[src/rtl/uart_pkg.sv]
// UART shared definitions: receiver FSM states, legal prescale values, parity types.
// Latency: n/a (constants and types only).
// Backpressure: n/a.
package uart_pkg;

    typedef enum logic [2:0] {
        ST_IDLE   = 3'd0,
        ST_START  = 3'd1,
        ST_DATA   = 3'd2,
        ST_PARITY = 3'd3,
        ST_STOP   = 3'd4
    } uart_state_e;

    localparam int   PRESCALE_8         = 8;
    localparam int   PRESCALE_16        = 16;
    localparam int   PRESCALE_32        = 32;
    localparam logic PAR_EVEN           = 1'b0;
    localparam logic PAR_ODD            = 1'b1;
    localparam int   DEFAULT_DATA_WIDTH = 8;

endpackage

[src/rtl/uart_rx_if.sv]
// UART receiver bus: serial line and frame configuration in, received byte and status pulses out.
// Latency: n/a (wiring only).
// Backpressure: none; the consumer must accept DATA_VALID / PAR_ERR / STP_ERR pulses when they occur.
// master: line/config driver and result consumer. slave: the receiver.
interface uart_rx_if
    import uart_pkg::*;
#(
    parameter int DATA_WIDTH = DEFAULT_DATA_WIDTH,
    parameter int PRESCALE_W = 6
);
    logic                  RX_IN;
    logic [PRESCALE_W-1:0] PRESCALE;
    logic                  PAR_EN;
    logic                  PAR_TYP;
    logic [DATA_WIDTH-1:0] P_DATA;
    logic                  DATA_VALID;
    logic                  PAR_ERR;
    logic                  STP_ERR;

    modport master (
        output RX_IN, PRESCALE, PAR_EN, PAR_TYP,
        input  P_DATA, DATA_VALID, PAR_ERR, STP_ERR
    );

    modport slave (
        input  RX_IN, PRESCALE, PAR_EN, PAR_TYP,
        output P_DATA, DATA_VALID, PAR_ERR, STP_ERR
    );
endinterface

[src/rtl/uart_rx_sampler.sv]
// Bit-period timing for the UART receiver: edge/bit counters plus 3-sample majority vote.
// Latency: majority decision registered, valid at edge_cnt = P/2+2 of each bit period.
// Backpressure: none; counters free-run while clr is low.
// Ports: clr holds counters at 0; rx is the registered line; prescale is the latched P;
//        sampled_bit/sample_valid give the voted bit; bit_done marks edge_cnt = P-1; bit_cnt counts wraps.
module uart_rx_sampler
    import uart_pkg::*;
#(
    parameter int PRESCALE_W = 6,
    parameter int BIT_CNT_W  = 4
) (
    input  logic                  clk,
    input  logic                  rst_n,
    input  logic                  clr,
    input  logic                  rx,
    input  logic [PRESCALE_W-1:0] prescale,
    output logic                  sampled_bit,
    output logic                  sample_valid,
    output logic                  bit_done,
    output logic [BIT_CNT_W-1:0]  bit_cnt
);

    logic [PRESCALE_W-1:0] edge_cnt_q, edge_cnt_d;
    logic [BIT_CNT_W-1:0]  bit_cnt_q, bit_cnt_d;
    logic                  s0_q, s0_d;
    logic                  s1_q, s1_d;
    logic                  sampled_bit_q, sampled_bit_d;
    logic                  sample_valid_q, sample_valid_d;

    logic [PRESCALE_W-1:0] half;
    logic [PRESCALE_W-1:0] last;
    logic                  edge_wrap;

    always_comb begin
        half      = prescale >> 1;
        last      = prescale - PRESCALE_W'(1);
        edge_wrap = (edge_cnt_q == last);

        edge_cnt_d     = edge_cnt_q;
        bit_cnt_d      = bit_cnt_q;
        s0_d           = s0_q;
        s1_d           = s1_q;
        sampled_bit_d  = sampled_bit_q;
        sample_valid_d = 1'b0;

        if (clr) begin
            edge_cnt_d = '0;
            bit_cnt_d  = '0;
        end else if (edge_wrap) begin
            edge_cnt_d = '0;
            bit_cnt_d  = bit_cnt_q + BIT_CNT_W'(1);
        end else begin
            edge_cnt_d = edge_cnt_q + PRESCALE_W'(1);
        end

        if (edge_cnt_q == half - PRESCALE_W'(1)) s0_d = rx;
        if (edge_cnt_q == half)                  s1_d = rx;

        // Third sample is taken live; the vote lands in a flop so it is seen at P/2+2.
        if (!clr && (edge_cnt_q == half + PRESCALE_W'(1))) begin
            sample_valid_d = 1'b1;
            sampled_bit_d  = (s0_q & s1_q) | (s0_q & rx) | (s1_q & rx);
        end
    end

    always_ff @(posedge clk or negedge rst_n) begin
        if (!rst_n) begin
            edge_cnt_q     <= '0;
            bit_cnt_q      <= '0;
            s0_q           <= 1'b1;
            s1_q           <= 1'b1;
            sampled_bit_q  <= 1'b1;
            sample_valid_q <= 1'b0;
        end else begin
            edge_cnt_q     <= edge_cnt_d;
            bit_cnt_q      <= bit_cnt_d;
            s0_q           <= s0_d;
            s1_q           <= s1_d;
            sampled_bit_q  <= sampled_bit_d;
            sample_valid_q <= sample_valid_d;
        end
    end

    assign sampled_bit  = sampled_bit_q;
    assign sample_valid = sample_valid_q;
    assign bit_done     = edge_wrap;
    assign bit_cnt      = bit_cnt_q;

endmodule

[src/rtl/uart_rx.sv]
// UART receiver: deframes start, LSB-first data, optional parity and stop bits from an oversampled line.
// Latency: DATA_VALID/P_DATA appear (1+DATA_WIDTH+PAR_EN+1)*P+2 cycles after the start bit reaches RX_IN.
// Backpressure: none; results and error flags are single-cycle pulses the consumer must take.
// Ports: CLK oversampling clock, RST async active-low reset, bus (slave) carries line, config and results.
module uart_rx
    import uart_pkg::*;
#(
    parameter int DATA_WIDTH = DEFAULT_DATA_WIDTH,
    parameter int PRESCALE_W = 6
) (
    input  logic     CLK,
    input  logic     RST,
    uart_rx_if.slave bus
);

    localparam int BIT_CNT_W = $clog2(DATA_WIDTH + 1);

    uart_state_e state_q, state_d;

    logic                  rx_q, rx_d;
    logic [PRESCALE_W-1:0] prescale_q, prescale_d;
    logic                  par_en_q, par_en_d;
    logic                  par_typ_q, par_typ_d;
    logic [PRESCALE_W-1:0] prescale_l_q, prescale_l_d;
    logic                  par_en_l_q, par_en_l_d;
    logic                  par_typ_l_q, par_typ_l_d;

    logic [DATA_WIDTH-1:0] shift_q, shift_d;
    logic                  bad_q, bad_d;
    logic [DATA_WIDTH-1:0] p_data_q, p_data_d;
    logic                  data_valid_q, data_valid_d;
    logic                  par_err_q, par_err_d;
    logic                  stp_err_q, stp_err_d;

    logic                  sampled_bit;
    logic                  sample_valid;
    logic                  bit_done;
    logic [BIT_CNT_W-1:0]  bit_cnt;
    logic                  cnt_clr;
    logic                  par_expect;

    // Every state change happens on a wrap or a glitch abort, so restarting the
    // counters on any change (and while idle) keeps edge_cnt aligned to the bit.
    assign cnt_clr = (state_q == ST_IDLE) || (state_d != state_q);

    uart_rx_sampler #(
        .PRESCALE_W (PRESCALE_W),
        .BIT_CNT_W  (BIT_CNT_W)
    ) u_sampler (
        .clk          (CLK),
        .rst_n        (RST),
        .clr          (cnt_clr),
        .rx           (rx_q),
        .prescale     (prescale_l_q),
        .sampled_bit  (sampled_bit),
        .sample_valid (sample_valid),
        .bit_done     (bit_done),
        .bit_cnt      (bit_cnt)
    );

    always_comb begin
        rx_d       = bus.RX_IN;
        prescale_d = bus.PRESCALE;
        par_en_d   = bus.PAR_EN;
        par_typ_d  = bus.PAR_TYP;

        par_expect = (par_typ_l_q == PAR_ODD) ? ~^shift_q : ^shift_q;

        state_d      = state_q;
        prescale_l_d = prescale_l_q;
        par_en_l_d   = par_en_l_q;
        par_typ_l_d  = par_typ_l_q;
        shift_d      = shift_q;
        bad_d        = bad_q;
        p_data_d     = p_data_q;
        data_valid_d = 1'b0;
        par_err_d    = 1'b0;
        stp_err_d    = 1'b0;

        case (state_q)
            ST_IDLE: begin
                if (!rx_q) state_d = ST_START;
            end
            ST_START: begin
                if (sample_valid && sampled_bit) state_d = ST_IDLE;
                else if (bit_done)               state_d = ST_DATA;
            end
            ST_DATA: begin
                // Shift in at the MSB; after DATA_WIDTH bits the first bit sits at the LSB.
                if (sample_valid) shift_d = {sampled_bit, shift_q[DATA_WIDTH-1:1]};
                if (bit_done && (bit_cnt == BIT_CNT_W'(DATA_WIDTH - 1))) begin
                    state_d = par_en_l_q ? ST_PARITY : ST_STOP;
                end
            end
            ST_PARITY: begin
                if (sample_valid && (sampled_bit != par_expect)) begin
                    par_err_d = 1'b1;
                    bad_d     = 1'b1;
                end
                if (bit_done) state_d = ST_STOP;
            end
            ST_STOP: begin
                if (sample_valid && !sampled_bit) begin
                    stp_err_d = 1'b1;
                    bad_d     = 1'b1;
                end
                if (bit_done) begin
                    if (!bad_q) begin
                        p_data_d     = shift_q;
                        data_valid_d = 1'b1;
                    end
                    // The wrap cycle doubles as the first idle look at the line, so a
                    // start bit directly after the stop bit keeps exact frame spacing.
                    state_d = rx_q ? ST_IDLE : ST_START;
                end
            end
            default: state_d = ST_IDLE;
        endcase

        if ((state_d == ST_START) && (state_q != ST_START)) begin
            prescale_l_d = prescale_q;
            par_en_l_d   = par_en_q;
            par_typ_l_d  = par_typ_q;
            bad_d        = 1'b0;
        end
    end

    always_ff @(posedge CLK or negedge RST) begin
        if (!RST) begin
            state_q      <= ST_IDLE;
            rx_q         <= 1'b1;
            prescale_q   <= PRESCALE_W'(PRESCALE_8);
            par_en_q     <= 1'b0;
            par_typ_q    <= PAR_EVEN;
            prescale_l_q <= PRESCALE_W'(PRESCALE_8);
            par_en_l_q   <= 1'b0;
            par_typ_l_q  <= PAR_EVEN;
            shift_q      <= '0;
            bad_q        <= 1'b0;
            p_data_q     <= '0;
            data_valid_q <= 1'b0;
            par_err_q    <= 1'b0;
            stp_err_q    <= 1'b0;
        end else begin
            state_q      <= state_d;
            rx_q         <= rx_d;
            prescale_q   <= prescale_d;
            par_en_q     <= par_en_d;
            par_typ_q    <= par_typ_d;
            prescale_l_q <= prescale_l_d;
            par_en_l_q   <= par_en_l_d;
            par_typ_l_q  <= par_typ_l_d;
            shift_q      <= shift_d;
            bad_q        <= bad_d;
            p_data_q     <= p_data_d;
            data_valid_q <= data_valid_d;
            par_err_q    <= par_err_d;
            stp_err_q    <= stp_err_d;
        end
    end

    assign bus.P_DATA     = p_data_q;
    assign bus.DATA_VALID = data_valid_q;
    assign bus.PAR_ERR    = par_err_q;
    assign bus.STP_ERR    = stp_err_q;

endmodule

[src/flat_wrapper.sv]
// flat-port wrapper written by rule: the top's interface ports become plain ports
module uart_rx_flat import uart_pkg::*;
#(
    parameter int DATA_WIDTH = DEFAULT_DATA_WIDTH,
    parameter int PRESCALE_W = 6
)
  (CLK, RST, bus_RX_IN, bus_PRESCALE, bus_PAR_EN, bus_PAR_TYP, bus_P_DATA, bus_DATA_VALID, bus_PAR_ERR, bus_STP_ERR);
  uart_rx_if #(.DATA_WIDTH(DATA_WIDTH), .PRESCALE_W(PRESCALE_W)) bus_i ();
  input  logic CLK;
  input  logic RST;
  input wire logic [$bits(bus_i.RX_IN)-1:0] bus_RX_IN;
  input wire logic [$bits(bus_i.PRESCALE)-1:0] bus_PRESCALE;
  input wire logic [$bits(bus_i.PAR_EN)-1:0] bus_PAR_EN;
  input wire logic [$bits(bus_i.PAR_TYP)-1:0] bus_PAR_TYP;
  output wire logic [$bits(bus_i.P_DATA)-1:0] bus_P_DATA;
  output wire logic [$bits(bus_i.DATA_VALID)-1:0] bus_DATA_VALID;
  output wire logic [$bits(bus_i.PAR_ERR)-1:0] bus_PAR_ERR;
  output wire logic [$bits(bus_i.STP_ERR)-1:0] bus_STP_ERR;
  assign bus_i.RX_IN = bus_RX_IN;
  assign bus_i.PRESCALE = bus_PRESCALE;
  assign bus_i.PAR_EN = bus_PAR_EN;
  assign bus_i.PAR_TYP = bus_PAR_TYP;
  assign bus_P_DATA = bus_i.P_DATA;
  assign bus_DATA_VALID = bus_i.DATA_VALID;
  assign bus_PAR_ERR = bus_i.PAR_ERR;
  assign bus_STP_ERR = bus_i.STP_ERR;
  uart_rx #(.DATA_WIDTH(DATA_WIDTH), .PRESCALE_W(PRESCALE_W)) u_core (.CLK(CLK), .RST(RST), .bus(bus_i));
endmodule
[config.mk]
export PLATFORM = sky130hd
export DESIGN_NAME = uart_rx_flat
export DESIGN_NICKNAME = d
export VERILOG_FILES = /design/src/rtl/uart_pkg.sv /design/src/rtl/uart_rx_if.sv /design/src/rtl/uart_rx_sampler.sv /design/src/rtl/uart_rx.sv /design/src/flat_wrapper.sv
export SDC_FILE = /design/constraint.sdc
export NUM_CORES = 1
export LEC_CHECK = 0
export CORE_UTILIZATION = 50
export DETAILED_ROUTE_END_ITERATION = 7
export GPL_TIMING_DRIVEN = 0
export PLACE_DENSITY_LB_ADDON = 0.2
export SLEW_MARGIN = 20
export SYNTH_ARGS = -nofsm -noshare
export SYNTH_HDL_FRONTEND = slang
export SYNTH_SLANG_ARGS = --single-unit
[constraint.sdc]
create_clock -name CLK -period 2.6 [get_ports CLK]
set_input_delay 0.52 -clock CLK [delete_from_list [all_inputs] [get_ports CLK]]
set_output_delay 0.52 -clock CLK [all_outputs]
set_load 0.01 [all_outputs]
==> flow_summary.json <==
{
  "clock_sinks": 54,
  "cts_buffers": 5,
  "synth_ff_type": "dfrtp_1",
  "yosys-top-cells-area": "dfrtp_1 44%, mux2_2 11%, xnor2_1 7.7%, dfstp_2 5.8%, xor2_1 2.9%",
  "dp_slack_ps": -32.44,
  "reg2reg_from": "u_core.prescale_l_q[2]$_DFFE_PN0P_",
  "postRouteAntennaNets": 0,
  "synth-compound-area-share": 0.07140,
  "fillers": 428,
  "final_max_slew_viol_count": 0,
  "avgViaCountPerCell": 5.251,
  "crit_path_start": "u_core.prescale_l_q[2]$_DFFE_PN0P_",
  "critPathMaxStageDelay_ps": 380,
  "setup_ws_ps": 119.9,
  "min_path_type": "in2async",
  "core_area_um2": 5172,
  "io_buffers": 21,
  "synth_xor_area_frac": 0.1117,
  "synth_edf_count": 0,
  "power_density_nw_per_um2": 938.2,
  "setup_tns_ps": 0,
  "grt_usage": 0.1789,
  "critical_path_class": "reg2reg",
  "area_delta_synth_final_pct": 16.16,
  "grt_pass1_wl_um": 8266,
  "dieWidth_um": 75.95,
  "synth_mux_area_frac": 0.1162,
  "clockBufferDepth": 2,
  "syn_nets": 256,
  "crit_slowest_cell": "dfrtp_1",
  "max-cap-violations": 0,
  "yosysTopAreaCell": "dfrtp_1",
  "setup_viol": 0,
  "synth_fa_ha_area_frac": 0.03112,
  "syn-mean-instance-area_um2": 11.44,
  "vias": 1775,
  "drc": 0,
  "place_hpwl_um": 3176,
  "first_pass_iters": 4,
  "die_h_um": 75.95,
  "overflow": 0,
  "async_flop_share": 1.000,
  "synth_area_um2": 2734,
  "multi_input_area_um2": 1350,
  "status": "finished, final reports clean",
  "cp_cell_sequence": "buf_2, inv_1, ha_2, a21boi_2, xnor2_2, nand4b_4, a2111oi_4, o32ai_2, and3_4, mux2_4",
  "seq_area_frac_synth": 0.4970,
  "critPathCapture": "u_core.u_sampler.sampled_bit$_DFFE_PN1P_",
  "final-seq-area_um2": 1360,
  "synthSimpleGateAreaFrac": 0.1432,
  "dieArea_um2": 5768,
  "clock_skew_ps": 8.260,
  "fp-row-count": 26,
  "io_pins": 22,
  "worstPathMaxFanout": 8,
  "cts_tree": "built",
  "timing.fmax_mhz": 403.2,
  "syn_inst": 239,
  "path_clk_slew_ps": 100,
  "netlist.area_leader.share": 0.4394,
  "yosys_warnings": 0,
  "fin_crit_sh": 0.9539,
  "clk_latency_ps": 300,
  "drt_iter0_drc": 59,
  "cts_root_buf": "clkbuf_8",
  "leakage_nw": 1.373,
  "worst_slew_pin_slew_ps": 660.7,
  "gp_congestion": 0.8508,
  "worst_setup_path_end_kind": "register",
  "ctsHtreeMaxLevel": 2,
  "postRouteWirelength_um": 4601,
  "grt_pass1_vias": 1719,
  "start_util": 0.5285,
  "routedWlPerCell_um": 13.61,
  "critPathLaunchType": "register",
  "grt_antenna_before_repair": 0,
  "worstPathArrival_ps": 2720,
  "slew_headroom": 0.5579,
  "num-nets-final": 285,
  "synth_top_family_by_area": "simple AND/OR/NAND/NOR gates",
  "r2r_slack_ps": 120,
  "synth_cell_types": 51,
  "ys_seq_elements": 54,
  "grt_max_degree": 55,
  "cp.required_ps": 2840,
  "worstRegToRegCells": 10,
  "finalHoldViolations": 0,
  "period_minus_slack_ps": 2480,
  "num_antenna_cells": 0,
  "peakVddDrop_mv": 0.5375,
  "drive_above_1_share": 0.2463,
  "r2r-end": "u_core.u_sampler.sampled_bit$_DFFE_PN1P_"
}
[logic make-up after synthesis]
group	after synthesis
compound gates	25
fa+ha+maj	7
xor+xnor	34
mux	28
buf+inv	16
simple gates	75
flops	54
[through the flow]
step / hold WS [ps] / cells / area [um2] / power, W / utilization
after floorplan: 224.4 / 239 / 2734 / 0.002180 / -
after global placement: 456.7 / 330 / 3032 / 0.002392 / 0.5861
after detailed placement: 464.2 / 330 / 3029 / 0.002419 / 0.5856
after CTS: 269.1 / 337 / 3117 / 0.002900 / 0.6026
after global routing: 297.3 / 338 / 3176 / 0.003192 / 0.6139
final: 228.8 / 338 / 3176 / 0.002979 / 0.6139
[critical path, delay by kind of cell (launching register included)]
family,cells,cell delay (ps)
fa+ha+maj,1,220
flops,1,380
compound gates,3,720
simple gates,2,370
xor+xnor,1,150
mux,1,290
buf+inv,2,290
[cells in the final DEF (no fill, tap or decap), types with 3 or more instances in the layout]
cell	Yosys	layout
buf_4	2	4
xnor2_1	24	23
inv_1	6	6
nor2_1	20	19
xor2_1	9	9
nand3b_1	3	3
nor2b_1	3	3
dfrtp_1	48	47
nor3_1	4	4
nand2_1	20	20
a21oi_1	3	3
o22ai_1	4	4
clkbuf_8	0	5
mux2_2	26	26
nand3_1	6	6
buf_2	4	4
ha_1	6	5
dfstp_2	6	6
clkdlybuf4s50_1	0	20
o21ai_0	4	4
clkbuf_1	3	3
[registers in the layout, summed over array words and instances, names as in the netlist]
signal	cells
u_core.state_q	3
u_core.u_sampler.s0_q	1
u_core.par_en_l_q	1
u_core.prescale_l_q	6
u_core.u_sampler.s1_q	1
u_core.rx_q	1
u_core.u_sampler.sampled_bit	1
u_core.par_typ_q	1
u_core.bus.P_DATA	8
u_core.bad_q	1
u_core.prescale_q	6
u_core.shift_q	8
u_core.u_sampler.sample_valid	1
u_core.par_typ_l_q	1
u_core.par_en_q	1
u_core.u_sampler.bit_cnt	4
u_core.bus.DATA_VALID	1
u_core.bus.PAR_ERR	1
u_core.bus.STP_ERR	1
u_core.u_sampler.edge_cnt_q	6
[synthesized netlist by cell type (all sizes together), types with 4 or more instances]
cell type   n
buf         7
dfrtp      48
o22ai       4
nand3b      4
dfstp       6
nand3       6
mux2       27
nand2      21
nor2       20
ha          6
nor3        4
o21ai       5
inv         6
xnor2      25
xor2        9
[cell type report]
class                           count  area share
Clock inverter                      2    0.004334
Timing Repair Buffer               22     0.06777
Inverter                            6    0.007092
Sequential cell                    54      0.4283
Buffer                             10     0.01812
Multi-Input combinational cell    169      0.4251
Clock buffer                        5     0.02167
Tap cell                           70     0.02758
[where the power goes]
part	switching (W)	internal, W
combinational	0.000734	0.000634
clock	0.000271	0.000187
sequential	0.000145	0.00101
[how the worst min path moves through the flow]
stage / startpoint / to / cells after the start
floorplan: RST / u_core.bad_q$_DFFE_PN0P_ / 0
global placement: u_core.prescale_q[5]$_DFF_PN0_ / u_core.prescale_l_q[5]$_DFFE_PN0P_ / 1
detailed placement: u_core.prescale_q[2]$_DFF_PN0_ / u_core.prescale_l_q[2]$_DFFE_PN0P_ / 1
CTS: RST / u_core.u_sampler.bit_cnt[0]$_DFFE_PN0P_ / 1
global route: RST / u_core.u_sampler.bit_cnt[0]$_DFFE_PN0P_ / 1
finish: RST / u_core.u_sampler.edge_cnt_q[4]$_DFF_PN0_ / 1
[per-layer routing]
layer  routed length (um)  vias up  global-route usage  part of all wire
met4                   58        0             0.05769             0.013
met3                  103        5             0.03253             0.022
li1                     -      879                   -                 -
met2                 2054       21              0.2600              0.45
met1                 2384      870              0.2698              0.52
met5                    0        -                   0                 0
[repair_timing]
item	in CTS	in global routing
hold buffers	0	0
endpoints found under the hold margin	0	0
setup endpoints to repair	9	27
pin swaps	0	2
buffers inserted	0	1
resized for setup	1	11
(Power assumes the default switching activity.)
